## src/rtl/seg_scan_ctrl.sv

```systemverilog
// seg_scan_ctrl
//   Time-multiplexed scan controller for a 4-digit common-anode 7-segment
//   display. One shared hex decoder (external, combinational) is fed one
//   nibble per digit slot. The returned pattern is registered to the pins.
//   Display data is double-buffered: writes land in a shadow register and
//   are committed to the active register only at a frame boundary.
//
// Parameters
//   DIV    clock cycles per digit slot (DIV > BLANK + 1)
//   BLANK  cycles at slot start with every anode off (BLANK >= 2)
//
// Ports
//   clk         system clock, rising edge
//   rst         synchronous, active-high reset
//   wr_en       one-cycle strobe, captures value_in/dots_in into the shadow
//   value_in    four hex digits, [3:0] is digit 0 (rightmost)
//   dots_in     per-digit decimal point, 1 = lit
//   seg_in      active-low segment pattern from the decoder for nib
//   nib         nibble presented to the decoder
//   led         registered pins: [7] active-low dot, [6:0] segments
//   an          active-low anode enables, at most one low
//   pending     shadow holds data not yet committed
//   frame_tick  one-cycle pulse in the cycle the active register updates
//
// Build option
//   SEG_LZB_EN  when defined, leading-zero digits (above digit 0) keep
//               their anode off for the whole slot.

module seg_scan_ctrl #(
    parameter int DIV   = 50000,
    parameter int BLANK = 1000
) (
    input  logic        clk,
    input  logic        rst,
    input  logic        wr_en,
    input  logic [15:0] value_in,
    input  logic [3:0]  dots_in,
    input  logic [6:0]  seg_in,
    output logic [3:0]  nib,
    output logic [7:0]  led,
    output logic [3:0]  an,
    output logic        pending,
    output logic        frame_tick
);

    localparam int CW = (DIV > 1) ? $clog2(DIV) : 1;

    logic [CW-1:0] cnt;
    logic [CW-1:0] cnt_nx;
    logic [1:0]    idx;
    logic [1:0]    idx_nx;
    logic [15:0]   act_val;
    logic [15:0]   act_val_nx;
    logic [3:0]    act_dots;
    logic [3:0]    act_dots_nx;
    logic [15:0]   shd_val;
    logic [3:0]    shd_dots;
    logic          dot_latched;
    logic          slot_end;
    logic          commit;
    logic          hide;
    logic [3:0]    nib_nx;
    logic [3:0]    an_nx;

    // Everything is computed from the values the registers take at the next
    // edge, so nib/an/led line up with cnt and the commit lands exactly at
    // the start of digit 0 of the new frame.
    always_comb begin
        slot_end    = (cnt == CW'(DIV - 1));
        commit      = slot_end && (idx == 2'd3) && pending;
        cnt_nx      = slot_end ? '0 : cnt + 1'b1;
        idx_nx      = slot_end ? idx + 2'd1 : idx;
        act_val_nx  = commit ? shd_val  : act_val;
        act_dots_nx = commit ? shd_dots : act_dots;

        nib_nx = 4'h0;
        unique case (idx_nx)
            2'd0: nib_nx = act_val_nx[3:0];
            2'd1: nib_nx = act_val_nx[7:4];
            2'd2: nib_nx = act_val_nx[11:8];
            2'd3: nib_nx = act_val_nx[15:12];
        endcase

        hide = 1'b0;
`ifdef SEG_LZB_EN
        // A digit is a leading zero when it and every digit above it are 0.
        // Digit 0 is always shown; dots play no part in this.
        unique case (idx_nx)
            2'd0: hide = 1'b0;
            2'd1: hide = (act_val_nx[15:4]  == 12'h000);
            2'd2: hide = (act_val_nx[15:8]  == 8'h00);
            2'd3: hide = (act_val_nx[15:12] == 4'h0);
        endcase
`endif

        if (cnt_nx < CW'(BLANK) || hide)
            an_nx = 4'b1111;
        else
            an_nx = ~(4'b0001 << idx_nx);
    end

    always_ff @(posedge clk) begin
        if (rst) begin
            cnt         <= '0;
            idx         <= 2'd0;
            act_val     <= 16'h0000;
            act_dots    <= 4'h0;
            shd_val     <= 16'h0000;
            shd_dots    <= 4'h0;
            pending     <= 1'b0;
            nib         <= 4'h0;
            dot_latched <= 1'b0;
            led         <= 8'hFF;
            an          <= 4'b1111;
            frame_tick  <= 1'b0;
        end else begin
            cnt        <= cnt_nx;
            idx        <= idx_nx;
            act_val    <= act_val_nx;
            act_dots   <= act_dots_nx;
            frame_tick <= commit;
            an         <= an_nx;

            // A write on the commit cycle goes to the shadow after the old
            // shadow has been copied out, so pending stays set.
            if (wr_en) begin
                shd_val  <= value_in;
                shd_dots <= dots_in;
                pending  <= 1'b1;
            end else if (commit) begin
                pending  <= 1'b0;
            end

            if (slot_end) begin
                nib         <= nib_nx;
                dot_latched <= act_dots_nx[idx_nx];
            end

            led <= {~dot_latched, seg_in};
        end
    end

endmodule

```

## config.mk

```make
export PLATFORM = sky130hd
export DESIGN_NAME = seg_scan_ctrl
export DESIGN_NICKNAME = d
export VERILOG_FILES = /design/src/rtl/seg_scan_ctrl.sv
export SDC_FILE = /design/constraint.sdc
export NUM_CORES = 1
export LEC_CHECK = 0
export ABC_AREA = 1
export CORE_ASPECT_RATIO = 1.4
export CORE_MARGIN = 1.5
export CORE_UTILIZATION = 52
export CTS_CLUSTER_SIZE = 24
export DETAILED_ROUTE_END_ITERATION = 10
export PLACE_DENSITY_LB_ADDON = 0.25
export SYNTH_ARGS = -nofsm -noshare
export SYNTH_HDL_FRONTEND = slang
export SYNTH_SLANG_ARGS = --single-unit
```

## constraint.sdc

```tcl
create_clock -name clk -period 1.9 [get_ports clk]
set_input_delay 0.57 -clock clk [delete_from_list [all_inputs] [get_ports clk]]
set_output_delay 0.57 -clock clk [all_outputs]
set_load 0.005 [all_outputs]
```

==> reports/results.tsv, run 1 <==
metric	value	unit
top cells by area in the synthesized netlist	sky130_fd_sc_hd__dfxtp_1 (44%), sky130_fd_sc_hd__nand2_1 (13%), sky130_fd_sc_hd__nor2_1 (8.2%)	
internal cell power	2.51	mW
Avg Cell Area, Syn	7.16	sq um
Hold Path Origin	dot_latched	
Post-Synth XOR/XNOR Area	0	%
maximum clock frequency	539	MHz
reg-to-reg critical path startpoint	cnt[0]	
Post-synth EDFFs	0	
number of warnings issued by yosys	0	
switching component of the power	0.712	mW
switching power as a share of total power	22.1	%
critical path startpoint category	flip-flop	
instance count along the most critical hold path	1	
All-Layer GR Usage	24.0	%
number of rows created at floorplan	35	
share of the yosys chip area belonging to registers	44.0	%
post-synth top area share	44.0	%
number of detailed-routing iterations run before antenna repair	4	
CP Data Required Time	1.33	ns
Synth cell types	28	
initial antenna violation count	0	
worst hold path endpoint	led[7]	
power per cell area	722	nW/um^2
total of fill cells in the finished design	548	
Bufs and invs on worst path	1	
worst path arrival time	1.28	ns
routing usage on met2	42.5	%
share of the synthesized area in compound gates (AO/OA/AOI/OAI)	8.75	%
total grt overflow	0	
clock tree root driver cell	sky130_fd_sc_hd__clkbuf_8	
count leader, synth	sky130_fd_sc_hd__nand2_1	
vias in the first global route	3096	
total clock sinks	77	
via count	3267	
result of the run	complete, no violations	
routed wire length	8.14	mm
buffers from clock root to sink, at most	2	
share of layout cells above drive strength 1	17.7	%
worst hold path class	reg -> reg	
total number of cells along the worst setup path	1	
average via count per standard cell	5.16	
max-cap violations	0	
initial drt markers	124	
critical setup path kind	reg -> out	
net count reported at finish	586	
clock buffers created by TritonCTS	9	
series of cell instances along the critical path	clkdlybuf4s50_1	
# DRC	0	
worst max-slew margin expressed relative to the limit	77.0	%
residual antenna-violating net count after detailed routing	0	
Global Route met1 Usage	26.8	%
multiplexer share of the synthesized area	0	%
routed length per instance	12.9	microns
Non-Filler Cell Area, Final	4470	sq um
height of the die	100	microns
Adder-Cell Fraction of Synth Area	0.714	%
relative contribution of the clock network to total power	41.5	%
Mapped Area	3500	sq um
simple logic cell fraction of the synthesized area	39.1	%
critical path's slowest cell	sky130_fd_sc_hd__clkdlybuf4s50_1	
dominant combinational cell family by area after synthesis	simple AND/OR/NAND/NOR gates	
overall die width	72.4	microns
detailed placer's ending HPWL	6.15	mm
post-synthesis to final-layout area growth	27.5	%
register-to-register path setup slack	0.09	ns
r2r endpoint	nib[2]	
tightest hold margin	0.406	ns
Antenna Cells	0	
number of hold-slack violations in the final timing report	0	
fraction of the cycle the final worst path needs	97.6	%
area of the placeable core	6570	sq um
pin count of the biggest net entering global routing	30	
flops & latches, synth	77	
slew at the pin closest to its max-slew limit	0.343	ns
most numerous cell types in the synthesized netlist	sky130_fd_sc_hd__nand2_1 (120), sky130_fd_sc_hd__dfxtp_1 (77), sky130_fd_sc_hd__nor2_1 (77)	
met3 capacity usage during global routing	4.22	%
Slew Limit Fails	0	
Post-Place Setup Slack	0.0394	ns
minimum clock period	1.85	ns
depth of the CTS H-tree	3	
Post-Synthesis Cells	489	
worst clock skew	0.00525	ns
full die area	7250	sq um
RePlAce Congestion	0.974	
static leakage power	1.88	nW
element type at the critical path end	output pin	
largest stage delay on the critical path	0.53	ns
number of endpoints failing setup at the final stage	0	
Clock Pin Slew Worst Setup and Hold Paths	0.08	ns
commonest register cell after synthesis	sky130_fd_sc_hd__dfxtp_1	
RSZ-0062 raised after global routing	yes	
kind of cell adding the most delay to the critical path	buffers and inverters	
Net Count, Synth	521	
Sequential Power Share	52.1	%
first-pass GRT wire length	13.6	mm
layer with the highest usage after global routing	met2	
post-layout worst setup margin	0.0450	ns
Clock Latency Late Sink	0.35	ns
PortBufs	47	
clock tree from TritonCTS	done	
largest fanout on the critical path	5	
worst-case reg-to-reg path depth	13	
effective utilization at floorplan	53.3	%
proportion of power drawn by combinational gates	6.4	%
worst vdd ir	521	uV
Post-synth ARST share	0	%
area of placed instances	4200	sq um
number of ports placed on the die boundary	48	
cell type with the largest total area after synthesis	sky130_fd_sc_hd__dfxtp_1	
kinds of logic after synthesis:
kind of cell,Yosys count
AOI/OAI and AO/OA,58
adders and majority gates,2
buffers and inverters,64
DFF,77
and+or+nand+nor,288
state kept, by name, summed over array words and instances (netlist names), 2 cells and up:
signal    flops
act_dots      4
act_val      16
an            4
cnt          16
idx           2
led           8
nib           4
shd_dots      4
shd_val      16
metal layers:
layer,vias up,share of wire (%),wire (microns)
met2,76,53,4360
met3,26,3.4,275
li1,1682,-,-
met5,-,0,0
met4,0,3.8,310
met1,1483,39,3200
power groups by stage:
stage,clock [mW],sequential (mW),combinational (mW)
floorplan,0,1.71,0.0872
global placement,0,1.71,0.198
detailed placement,0,1.71,0.204
CTS,1.36,1.68,0.205
global route,1.43,1.68,0.229
finish,1.34,1.68,0.207
worst max path at each step:
| stage | to | from | slack [ns] |
|---|---|---|---|
| 3_5_place_dp | nib[1] | cnt[1] | 0.04 |
| 4_1_cts | nib[1] | cnt[1] | 0.02 |
| 6_report | pending | pending | 0.05 |
| 5_1_grt | nib[2] | cnt[0] | -0.03 |
| 3_3_place_gp | nib[0] | rst | 0.09 |
| 2_1_floorplan | nib[1] | cnt[0] | 0.26 |
final cells by class:
type | instances | area [sq um] | share of cell area, %
Multi-Input combinational cell | 348 | 1730 | 38.7
Sequential cell | 77 | 1550 | 34.7
Timing Repair Buffer | 72 | 708 | 15.9
Inverter | 46 | 174 | 3.89
Clock buffer | 10 | 128 | 2.86
Tap cell | 74 | 92.6 | 2.07
Clock inverter | 6 | 87.6 | 1.96
repair_timing:
| action | in CTS | in global routing |
|---|---|---|
| hold buffers | 0 | 0 |
| buffers inserted | 0 | 2 |
| setup endpoints to repair | 0 | 9 |
| resized for setup | 0 | 11 |
| hold endpoints to repair | 0 | 0 |
placed cells by master, fill, tap and decap left out, drive strengths merged, types with 2 or more instances in the layout:
cell and count:
nand2 133, nor2 95, dfxtp 77, clkdlybuf4s50 47
inv 45, o21ai 30, nand3 29, a21oi 26
buf 25, nand4 20, clkbuf 10, or2 7
clkinv 5, o21bai 2, nor3 2, bufinv 2
ha 2
stage by stage:
stage          TNS, ns  utilization [%]  power [mW]  cells
6_report             0             68.0        3.22    633
5_1_grt        -0.0668             68.0        3.34    633
4_1_cts              0             67.3        3.24    631
3_5_place_dp         0             64.0        1.92    615
3_3_place_gp         0             64.0        1.91    615
2_1_floorplan        0                -        1.80    489
No activity file was read; power rests on OpenSTA's default activity.
==> run 2, diff against run 1 <==
- CAP_MARGIN: unset -> 20
==> results of run 2 <==
No change in the layout: final DEF, timing and power equal those of run 1.
==> run 3, diff against run 2 <==
- CAP_MARGIN: 20 -> unset
- CORE_MARGIN: 1.5 -> 4
==> reports/results.tsv, run 3 (synthesized netlist as in run 1, its figures left out) <==
metric	value	unit
result of the run	complete, no violations	
series of cell instances along the critical path	clkdlybuf4s50_1	
total grt overflow	0	
initial drt markers	168	
clock tree root driver cell	sky130_fd_sc_hd__clkbuf_8	
count of hold-fix buffers inserted at cts	0	
worst max-slew margin expressed relative to the limit	77.7	%
biggest regs	act_val: 16 flops, cnt: 16 flops, shd_val: 16 flops	
worst hold path class	reg -> reg	
reg-to-reg critical path startpoint	cnt[1]	
post-layout instance count excluding filler cells	631	
fraction of the cycle the final worst path needs	97.0	%
number of ports placed on the die boundary	48	
residual antenna-violating net count after detailed routing	0	
depth of the CTS H-tree	3	
largest fanout on the critical path	5	
buffers from clock root to sink, at most	2	
total clock sinks	77	
CP Data Required Time	1.33	ns
area of placed instances	4220	sq um
clock buffers created by TritonCTS	9	
overall die width	77.4	microns
height of the die	105	microns
commonest non-fill, non-tap cells in the layout	sky130_fd_sc_hd__nand2_1 (116), sky130_fd_sc_hd__nor2_1 (77), sky130_fd_sc_hd__dfxtp_1 (70)	
RSZ-0062 raised after global routing	yes	
Bufs and invs on worst path	1	
critical path launch point	pending	
full die area	8130	sq um
net count reported at finish	585	
critical setup path kind	reg -> out	
first-pass GRT wire length	14.6	mm
vias in the first global route	3315	
slew at the pin closest to its max-slew limit	0.332	ns
RePlAce Congestion	0.978	
PortBufs	47	
largest stage delay on the critical path	0.52	ns
post-layout worst setup margin	0.0563	ns
post-synthesis to final-layout area growth	28.6	%
number of cells in the design after placement	614	
power per cell area	694	nW/um^2
Non-Filler Cell Area, Final	4510	sq um
via count	3317	
All-Layer GR Usage	22.6	%
wire length on met3	238	microns
minimum clock period	1.84	ns
maximum clock frequency	542	MHz
average via count per standard cell	5.26	
Post-Place Setup Slack	0.00648	ns
number of rows created at floorplan	35	
Hold Path Origin	dot_latched	
pin count of the biggest net entering global routing	30	
effective utilization at floorplan	53.3	%
routed length per instance	13.8	microns
clock tree from TritonCTS	done	
routed length on met2	4.48	mm
routed wire length	8.70	mm
max-cap violations	0	
r2r endpoint	nib[0]	
Clock Pin Slew Worst Setup and Hold Paths	0.08	ns
instance count along the most critical hold path	1	
critical path startpoint category	flip-flop	
worst clock skew	0.00736	ns
# DRC	0	
detailed placer's ending HPWL	6.54	mm
Slew Limit Fails	0	
share of layout cells above drive strength 1	18.7	%
number of detailed-routing iterations run before antenna repair	4	
number of endpoints failing setup at the final stage	0	
worst hold path endpoint	led[7]	
Antenna Cells	0	
initial antenna violation count	0	
worst-case reg-to-reg path depth	12	
static leakage power	1.89	nW
worst path arrival time	1.27	ns
uppermost layer routed	met4	
number of hold-slack violations in the final timing report	0	
leading cell type in the layout, fill and taps excluded	sky130_fd_sc_hd__nand2_1	
area of the placeable core	6570	sq um
critical path's slowest cell	sky130_fd_sc_hd__clkdlybuf4s50_1	
register-to-register path setup slack	0.07	ns
worst vdd ir	486	uV
Clock Latency Late Sink	0.35	ns
element type at the critical path end	output pin	
met1 wire length	3.48	mm
kind of cell adding the most delay to the critical path	buffers and inverters	
[run 3: cell types whose count changed in the layout (fill, tap and decap cells not counted), moves of 2 or more]
cell	delta
sky130_fd_sc_hd__nand2_4	+2
sky130_fd_sc_hd__dfxtp_4	+2
sky130_fd_sc_hd__clkinvlp_4	+2
sky130_fd_sc_hd__dfxtp_1	-2
sky130_fd_sc_hd__buf_4	-3
sky130_fd_sc_hd__nor2_2	-2
sky130_fd_sc_hd__buf_12	+2
sky130_fd_sc_hd__nand2_1	-3
sky130_fd_sc_hd__clkinv_4	-2
[run 3: metrics by stage]
stage | hold slack (ns) | TNS [ns] | power (mW) | util [%]
3_3_place_gp | 0.394 | 0 | 1.91 | 64.2
3_5_place_dp | 0.383 | 0 | 1.92 | 64.2
6_report | 0.417 | 0 | 3.13 | 68.6
2_1_floorplan | 0.363 | 0 | 1.80 | -
4_1_cts | 0.412 | 0 | 3.14 | 67.3
5_1_grt | 0.447 | -0.0958 | 3.26 | 68.6
[run 3: final cells by class]
| cell class | instances | area, sq um |
|---|---|---|
| repair buffers | 71 | 726 |
| well taps | 74 | 92.6 |
| multi-input cells | 348 | 1760 |
| inverters | 46 | 174 |
| clock inverters | 5 | 58.8 |
| clock buffers | 10 | 138 |
| flip-flops and latches | 77 | 1560 |
| fillers | 546 | 2060 |
[run 3: layer usage]
layer | GRT usage (%) | vias up
met2 | 40.5 | 75
met1 | 23.8 | 1520
met3 | 4.57 | 40
li1 | - | 1682
met4 | 13.6 | 0
met5 | 0 | -
[run 3: where the power goes]
part	switching, mW	leakage [nW]	internal (mW)
clock network	0.598	0.0948	0.637
logic	0.0922	1.16	0.118
registers	0.0256	0.632	1.66
total	0.716	1.89	2.41
[run 3: how the worst max path moves through the flow]
stage / endpoint / depth (start not counted)
6_report: pending / 1
5_1_grt: nib[0] / 12
4_1_cts: pending / 1
3_5_place_dp: nib[3] / 11
3_3_place_gp: an[0] / 9
2_1_floorplan: nib[1] / 12
[run 3: repair_timing]
action	4_1_cts	5_1_grt
pin swaps	0	18
resized for setup	3	21
setup buffers	0	2
endpoints found under the setup margin	4	10
